$ cat src/rtl/video_timing_gen_if.sv
`default_nettype none
// ============================================================================
// Module      : video_timing_gen_if
// Description : Pixel-fetch and VGA pin bundle for the raster timing generator.
//               master = timing generator, slave = pixel source / DAC side.
// Revision    : 1.0 - initial release
// ============================================================================
interface video_timing_gen_if #(
    parameter int CNT_W      = 10,
    parameter int COLOR_BITS = 4
);
    logic [CNT_W-1:0]        fetch_x;
    logic [CNT_W-1:0]        fetch_y;
    logic                    fetch_valid;
    logic [3*COLOR_BITS-1:0] pix_rgb;
    logic [COLOR_BITS-1:0]   vga_r;
    logic [COLOR_BITS-1:0]   vga_g;
    logic [COLOR_BITS-1:0]   vga_b;
    logic                    vga_hsync;
    logic                    vga_vsync;

    modport master (
        output fetch_x, fetch_y, fetch_valid,
        output vga_r, vga_g, vga_b, vga_hsync, vga_vsync,
        input  pix_rgb
    );

    modport slave (
        input  fetch_x, fetch_y, fetch_valid,
        input  vga_r, vga_g, vga_b, vga_hsync, vga_vsync,
        output pix_rgb
    );
endinterface
`default_nettype wire

$ cat src/rtl/video_timing_gen.sv
`default_nettype none
// ============================================================================
// Module      : video_timing_gen
// Description : Parametrised VGA raster timing generator with pixel-fetch
//               interface, latency-matched sync/colour pipeline, line
//               interrupt, vblank/frame pulses and a frame counter.
// Revision    : 1.0 - initial release
// ============================================================================
module video_timing_gen #(
    parameter int H_ACTIVE      = 640,
    parameter int H_FRONT_PORCH = 16,
    parameter int H_SYNC        = 96,
    parameter int H_BACK_PORCH  = 48,
    parameter int V_ACTIVE      = 480,
    parameter int V_FRONT_PORCH = 10,
    parameter int V_SYNC        = 2,
    parameter int V_BACK_PORCH  = 33,
    parameter bit HSYNC_POL     = 1'b0,
    parameter bit VSYNC_POL     = 1'b0,
    parameter int CNT_W         = 10,
    parameter int COLOR_BITS    = 4,
    parameter int PIX_LATENCY   = 2
) (
    input  wire logic                    clk,
    input  wire logic                    rst_n,
    input  wire logic                    en_i,
    input  wire logic [3*COLOR_BITS-1:0] border_rgb_i,
    input  wire logic [CNT_W-1:0]        irq_line_i,
    video_timing_gen_if.master           vga_if,
    output logic                         line_irq_o,
    output logic                         vblank_start_o,
    output logic                         frame_start_o,
    output logic [15:0]                  frame_count_o
);
    localparam int H_TOTAL = H_ACTIVE + H_FRONT_PORCH + H_SYNC + H_BACK_PORCH;
    localparam int V_TOTAL = V_ACTIVE + V_FRONT_PORCH + V_SYNC + V_BACK_PORCH;

    localparam logic [CNT_W-1:0] C_H_LAST = CNT_W'(H_TOTAL - 1);
    localparam logic [CNT_W-1:0] C_V_LAST = CNT_W'(V_TOTAL - 1);
    localparam logic [CNT_W-1:0] C_H_ACT  = CNT_W'(H_ACTIVE);
    localparam logic [CNT_W-1:0] C_V_ACT  = CNT_W'(V_ACTIVE);
    localparam logic [CNT_W-1:0] C_HS_BEG = CNT_W'(H_ACTIVE + H_FRONT_PORCH);
    localparam logic [CNT_W-1:0] C_HS_END = CNT_W'(H_ACTIVE + H_FRONT_PORCH + H_SYNC);
    localparam logic [CNT_W-1:0] C_VS_BEG = CNT_W'(V_ACTIVE + V_FRONT_PORCH);
    localparam logic [CNT_W-1:0] C_VS_END = CNT_W'(V_ACTIVE + V_FRONT_PORCH + V_SYNC);

    logic [CNT_W-1:0]        x_q, x_d;
    logic [CNT_W-1:0]        y_q, y_d;
    logic                    line_irq_q, line_irq_d;
    logic                    vblank_q, vblank_d;
    logic                    frame_q, frame_d;
    logic [15:0]             fcnt_q, fcnt_d;
    logic [3*COLOR_BITS-1:0] rgb_q, rgb_d;
    logic                    hs_q, hs_d;
    logic                    vs_q, vs_d;

    logic                    w_active;
    logic                    w_hs;
    logic                    w_vs;
    logic                    w_at_x0;
    logic                    w_h_last;
    logic                    w_v_last;
    logic [2:0]              w_stage_in;   // {active, hsync, vsync}
    logic [2:0]              w_dly_out;

    // Raster decode; everything is gated by en so a held raster looks blank
    always_comb begin
        w_h_last   = (x_q == C_H_LAST);
        w_v_last   = (y_q == C_V_LAST);
        w_active   = en_i && (x_q < C_H_ACT) && (y_q < C_V_ACT);
        w_hs       = en_i && (x_q >= C_HS_BEG) && (x_q < C_HS_END);
        w_vs       = en_i && (y_q >= C_VS_BEG) && (y_q < C_VS_END);
        w_at_x0    = en_i && (x_q == '0);
        w_stage_in = {w_active, w_hs, w_vs};
    end

    // Next-state for counters, pulses and the frame counter
    always_comb begin
        x_d        = x_q;
        y_d        = y_q;
        fcnt_d     = fcnt_q;
        line_irq_d = w_at_x0 && (y_q == irq_line_i);
        vblank_d   = w_at_x0 && (y_q == C_V_ACT);
        frame_d    = w_at_x0 && (y_q == '0);
        if (!en_i) begin
            x_d = '0;
            y_d = '0;
        end else if (w_h_last) begin
            x_d = '0;
            if (w_v_last) begin
                y_d    = '0;
                fcnt_d = fcnt_q + 16'd1;
            end else begin
                y_d = y_q + 1'b1;
            end
        end else begin
            x_d = x_q + 1'b1;
        end
    end

    // Delay line matching active/sync to the pixel-fetch return latency
    generate
        if (PIX_LATENCY == 0) begin : g_no_dly
            assign w_dly_out = w_stage_in;
        end else begin : g_dly
            logic [2:0] dly_q [PIX_LATENCY];

            // Shift register; en low naturally shifts in inactive entries
            always_ff @(posedge clk or negedge rst_n) begin
                if (!rst_n) begin
                    for (int i = 0; i < PIX_LATENCY; i++) begin
                        dly_q[i] <= 3'b000;
                    end
                end else begin
                    dly_q[0] <= w_stage_in;
                    for (int i = 1; i < PIX_LATENCY; i++) begin
                        dly_q[i] <= dly_q[i-1];
                    end
                end
            end

            assign w_dly_out = dly_q[PIX_LATENCY-1];
        end
    endgenerate

    // Pin-side colour and sync selection ahead of the output register
    always_comb begin
        rgb_d = w_dly_out[2] ? vga_if.pix_rgb : border_rgb_i;
        hs_d  = w_dly_out[1] ? HSYNC_POL : ~HSYNC_POL;
        vs_d  = w_dly_out[0] ? VSYNC_POL : ~VSYNC_POL;
    end

    // State and output registers
    always_ff @(posedge clk or negedge rst_n) begin
        if (!rst_n) begin
            x_q        <= '0;
            y_q        <= '0;
            line_irq_q <= 1'b0;
            vblank_q   <= 1'b0;
            frame_q    <= 1'b0;
            fcnt_q     <= 16'd0;
            rgb_q      <= '0;
            hs_q       <= ~HSYNC_POL;
            vs_q       <= ~VSYNC_POL;
        end else begin
            x_q        <= x_d;
            y_q        <= y_d;
            line_irq_q <= line_irq_d;
            vblank_q   <= vblank_d;
            frame_q    <= frame_d;
            fcnt_q     <= fcnt_d;
            rgb_q      <= rgb_d;
            hs_q       <= hs_d;
            vs_q       <= vs_d;
        end
    end

    assign vga_if.fetch_x     = x_q;
    assign vga_if.fetch_y     = y_q;
    assign vga_if.fetch_valid = w_active;
    assign vga_if.vga_r       = rgb_q[3*COLOR_BITS-1:2*COLOR_BITS];
    assign vga_if.vga_g       = rgb_q[2*COLOR_BITS-1:COLOR_BITS];
    assign vga_if.vga_b       = rgb_q[COLOR_BITS-1:0];
    assign vga_if.vga_hsync   = hs_q;
    assign vga_if.vga_vsync   = vs_q;
    assign line_irq_o         = line_irq_q;
    assign vblank_start_o     = vblank_q;
    assign frame_start_o      = frame_q;
    assign frame_count_o      = fcnt_q;
endmodule
`default_nettype wire

$ cat src/flat_wrapper.sv
// flat-port wrapper written by rule: the top's interface ports become plain ports
module video_timing_gen_flat 
#(
    parameter int H_ACTIVE      = 640,
    parameter int H_FRONT_PORCH = 16,
    parameter int H_SYNC        = 96,
    parameter int H_BACK_PORCH  = 48,
    parameter int V_ACTIVE      = 480,
    parameter int V_FRONT_PORCH = 10,
    parameter int V_SYNC        = 2,
    parameter int V_BACK_PORCH  = 33,
    parameter bit HSYNC_POL     = 1'b0,
    parameter bit VSYNC_POL     = 1'b0,
    parameter int CNT_W         = 10,
    parameter int COLOR_BITS    = 4,
    parameter int PIX_LATENCY   = 2
)
  (clk, rst_n, en_i, border_rgb_i, irq_line_i, line_irq_o, vblank_start_o, frame_start_o, frame_count_o, vga_if_fetch_x, vga_if_fetch_y, vga_if_fetch_valid, vga_if_vga_r, vga_if_vga_g, vga_if_vga_b, vga_if_vga_hsync, vga_if_vga_vsync, vga_if_pix_rgb);
  video_timing_gen_if #(.CNT_W(CNT_W), .COLOR_BITS(COLOR_BITS)) vga_if_i ();
  input  wire logic clk;
  input  wire logic rst_n;
  input  wire logic en_i;
  input  wire logic [3*COLOR_BITS-1:0] border_rgb_i;
  input  wire logic [CNT_W-1:0] irq_line_i;
  output logic line_irq_o;
  output logic vblank_start_o;
  output logic frame_start_o;
  output logic [15:0] frame_count_o;
  output wire logic [$bits(vga_if_i.fetch_x)-1:0] vga_if_fetch_x;
  output wire logic [$bits(vga_if_i.fetch_y)-1:0] vga_if_fetch_y;
  output wire logic [$bits(vga_if_i.fetch_valid)-1:0] vga_if_fetch_valid;
  output wire logic [$bits(vga_if_i.vga_r)-1:0] vga_if_vga_r;
  output wire logic [$bits(vga_if_i.vga_g)-1:0] vga_if_vga_g;
  output wire logic [$bits(vga_if_i.vga_b)-1:0] vga_if_vga_b;
  output wire logic [$bits(vga_if_i.vga_hsync)-1:0] vga_if_vga_hsync;
  output wire logic [$bits(vga_if_i.vga_vsync)-1:0] vga_if_vga_vsync;
  input wire logic [$bits(vga_if_i.pix_rgb)-1:0] vga_if_pix_rgb;
  assign vga_if_fetch_x = vga_if_i.fetch_x;
  assign vga_if_fetch_y = vga_if_i.fetch_y;
  assign vga_if_fetch_valid = vga_if_i.fetch_valid;
  assign vga_if_vga_r = vga_if_i.vga_r;
  assign vga_if_vga_g = vga_if_i.vga_g;
  assign vga_if_vga_b = vga_if_i.vga_b;
  assign vga_if_vga_hsync = vga_if_i.vga_hsync;
  assign vga_if_vga_vsync = vga_if_i.vga_vsync;
  assign vga_if_i.pix_rgb = vga_if_pix_rgb;
  video_timing_gen #(.H_ACTIVE(H_ACTIVE), .H_FRONT_PORCH(H_FRONT_PORCH), .H_SYNC(H_SYNC), .H_BACK_PORCH(H_BACK_PORCH), .V_ACTIVE(V_ACTIVE), .V_FRONT_PORCH(V_FRONT_PORCH), .V_SYNC(V_SYNC), .V_BACK_PORCH(V_BACK_PORCH), .HSYNC_POL(HSYNC_POL), .VSYNC_POL(VSYNC_POL), .CNT_W(CNT_W), .COLOR_BITS(COLOR_BITS), .PIX_LATENCY(PIX_LATENCY)) u_core (.clk(clk), .rst_n(rst_n), .en_i(en_i), .border_rgb_i(border_rgb_i), .irq_line_i(irq_line_i), .vga_if(vga_if_i), .line_irq_o(line_irq_o), .vblank_start_o(vblank_start_o), .frame_start_o(frame_start_o), .frame_count_o(frame_count_o));
endmodule
$ cat config.mk
export PLATFORM = sky130hd
export DESIGN_NAME = video_timing_gen_flat
export DESIGN_NICKNAME = d
export VERILOG_FILES = /design/src/rtl/video_timing_gen_if.sv /design/src/rtl/video_timing_gen.sv /design/src/flat_wrapper.sv
export SDC_FILE = /design/constraint.sdc
export NUM_CORES = 1
export LEC_CHECK = 0
export ABC_AREA = 1
export ABC_CLOCK_PERIOD_IN_PS = 4810
export CAP_MARGIN = 30
export CELL_PAD_IN_SITES_DETAIL_PLACEMENT = 0
export CELL_PAD_IN_SITES_GLOBAL_PLACEMENT = 1
export CORE_MARGIN = 2
export CORE_UTILIZATION = 38
export CTS_BUF_LIST = sky130_fd_sc_hd__clkbuf_2 sky130_fd_sc_hd__clkbuf_4 sky130_fd_sc_hd__clkbuf_8
export DETAILED_ROUTE_END_ITERATION = 8
export GPL_ROUTABILITY_DRIVEN = 0
export PLACE_DENSITY_LB_ADDON = 0.1
export SLEW_MARGIN = 20
export SYNTH_ARGS = -nofsm -noshare
export SYNTH_HDL_FRONTEND = slang
export SYNTH_SLANG_ARGS = --single-unit
$ cat constraint.sdc
create_clock -name clk -period 4.81 [get_ports clk]
set_clock_uncertainty 0.15 [all_clocks]
set_input_delay 1.443 -clock clk [delete_from_list [all_inputs] [get_ports clk]]
set_output_delay 1.443 -clock clk [all_outputs]
set_load 0.01 [all_outputs]
==> run metrics <==
Bufs on Longest Clock Path=2; cells after synthesis=351; worst setup margin=0.104 ns; die height=93.2 um; crit end category=output port; synth top area cells=dfrtp_1, nand2_1, inv_1; power per cell area=276 nW/um2; maxcap violations=0; crit path buf inv count=3; Post-CTS Setup Repair Bufs=0; fmax=about 210 MHz; first-pass GRT wire length=12.3 mm; Design Power=1.17 mW; shortest period the worst path allows=~4.7 ns; # IOs=slightly above 90; Nets=slightly below 500; final core utilization=54.9%; Synth cell types=33; grt ovf=0; Ys Warns=0; post_cts resized=0; HP Class=reg -> reg; Lkg Pwr=1.87 nW; drc violations=0; syn_nets=approximately 400; Hold Slack=approximately 0.2 ns; number of core rows=32; post-cts hold buffer count=0; element type at the critical path start=primary input; initial antenna violation count=0; worst-margin pin slew=0.782 ns; Place WS=about 0.15 ns; post-synth top area cell=dfrtp_1; cells along the critical path=clkdlybuf4s50_1, inv_1, nor4_1, clkdlybuf4s50_1; Top delay family on crit path=buffers and inverters; ratio of cells with drive above 1 in the final layout=9.76%; slowest CP cell=clkdlybuf4s50_1; Yosys reg bits=59; Max FO, Critical Path=3; Starting DRT DRC Count=51; placed cell area=between 3000 and 4000 um2; CTS tree=built; most numerous cell in the Yosys netlist=nand2_1; worst skew pair latency=0.33 ns; Async S/R FF share, synth=100%; syn avg cell area=8.61 um2; Non-Filler Instances=553; Final Hold Violating Endpoints=0; die area=8680 um2; largest net degree at the start of global routing=36; relative slew slack=47.9%; sequential-to-total area share from yosys stat=about 49%; status=finished, final reports clean; Inserted Clock Buffers=9; final instance area=about 4200 um2; CP Data Required Time=about 3.2 ns; DP HPWL=5.27 mm; Post-synth top cells=nand2_1, dfrtp_1, inv_1; critical path's most frequent cell=clkdlybuf4s50_1; fin crit share=97.8%; Synth Flop Type=dfrtp_1; Vias/cell=4.73; RSZ-0062 raised after global routing=false; Port-buffer cells=90; Max H-tree Level=3; vias=2617; Sink Count=59; Peak VDD IR=0.000166 V; Fin Setup TNS=0 ns; Core Region=~7700 um2; Area Overhead vs Synth=40.6%; Post-Syn Area=3020 um2; Cells after DPL=537; max-slew violation count=0; Critical Path AT=just over 3 ns; Die Span X=93.2 um; Synth top area share=a little under half; Total Routing Usage GR=17.8%; # diodes=0; WL final=7.20 mm; Routed WL per cell=13.0 um; CP max stage delay=0.63 ns; Setup CP Type=in -> out; DRT Pass-1 Iters=4; endpoints failing setup=0; DRT antenna net count=0; CTS clock-pin slew for the worst setup and hold paths=roughly 0.07 ns; Root Driver=clkbuf_8; Post-synth EDFFs=0; vias in the first global route=2590; Initial Util=39.1%
[area by class of cell]
class                   count  area [um2]
clock buffers               9         124
inverters                  46         178
repair buffers             92         911
clock inverters             7         125
multi-input cells         238        1300
fillers                   729        3480
well taps                 102         128
flip-flops and latches     59        1480
[cells in the final DEF, fill, tap and decap left out, types with 11 or more instances in the layout]
cell type | synthesis | routed
xor2_1 | 11 | 11
nand4_1 | 14 | 14
mux2_2 | 12 | 12
clkdlybuf4s50_1 | 0 | 89
dfrtp_1 | 57 | 57
nand2_1 | 77 | 77
inv_1 | 43 | 43
nand3_1 | 20 | 20
nor3_1 | 12 | 12
o21ai_0 | 15 | 15
nor2_1 | 38 | 38
[state kept, by name (all words and copies together) (netlist names)]
name / cells
u_core.frame_count_o: 16
u_core.frame_start_o: 1
u_core.g_dly.dly_q: 3
u_core.line_irq_o: 1
u_core.rgb_q: 12
u_core.vblank_start_o: 1
u_core.vga_if.fetch_x: 10
u_core.vga_if.fetch_y: 10
u_core.vga_if.vga_hsync: 1
u_core.vga_if.vga_vsync: 1
u_core.w_dly_out: 3
[metal layers]
| metal | vias to the layer above | track usage (%) | share of wire, % |
|---|---|---|---|
| met5 | - | 0 | 0 |
| met4 | 0 | 6.74 | 1.6 |
| met3 | 12 | 2.98 | 4.3 |
| met2 | 66 | 29.0 | 46 |
| met1 | 1211 | 23.8 | 48 |
| li1 | 1328 | - | - |
[logic make-up after synthesis]
group | count (synthesis) | share of synthesized area, %
compound gates | 31 | 5.55
xor+xnor | 19 | 5.51
fa+ha+maj | 5 | 2.07
buf+inv | 54 | 7.95
flops | 59 | 49.0
mux | 12 | 4.47
simple gates | 171 | 25.5
[power by group]
part           total [mW]  internal (mW)  switching, mW
Combinational      0.0955         0.0577         0.0379
Sequential          0.513          0.507        0.00639
Clock               0.564          0.349          0.215
[final timing paths]
path | cells past startpoint | to | slack, ns | from
max | 4 | vga_if_fetch_valid | 0.10 | en_i
min | 1 | u_core.vga_if.vga_vsync | 0.20 | u_core.w_dly_out[0]
min reg2reg | 1 | u_core.vga_if.vga_vsync | 0.20 | u_core.w_dly_out[0]
max in group asynchronous | 2 | u_core.vga_if.vga_vsync | 2.58 | rst_n
max reg2reg | 8 | u_core.vga_if.fetch_y[5] | 2.65 | u_core.vga_if.fetch_x[0]
min in group asynchronous | 1 | u_core.rgb_q[8] | 1.03 | rst_n
No activity file was read; power rests on OpenSTA's default activity.
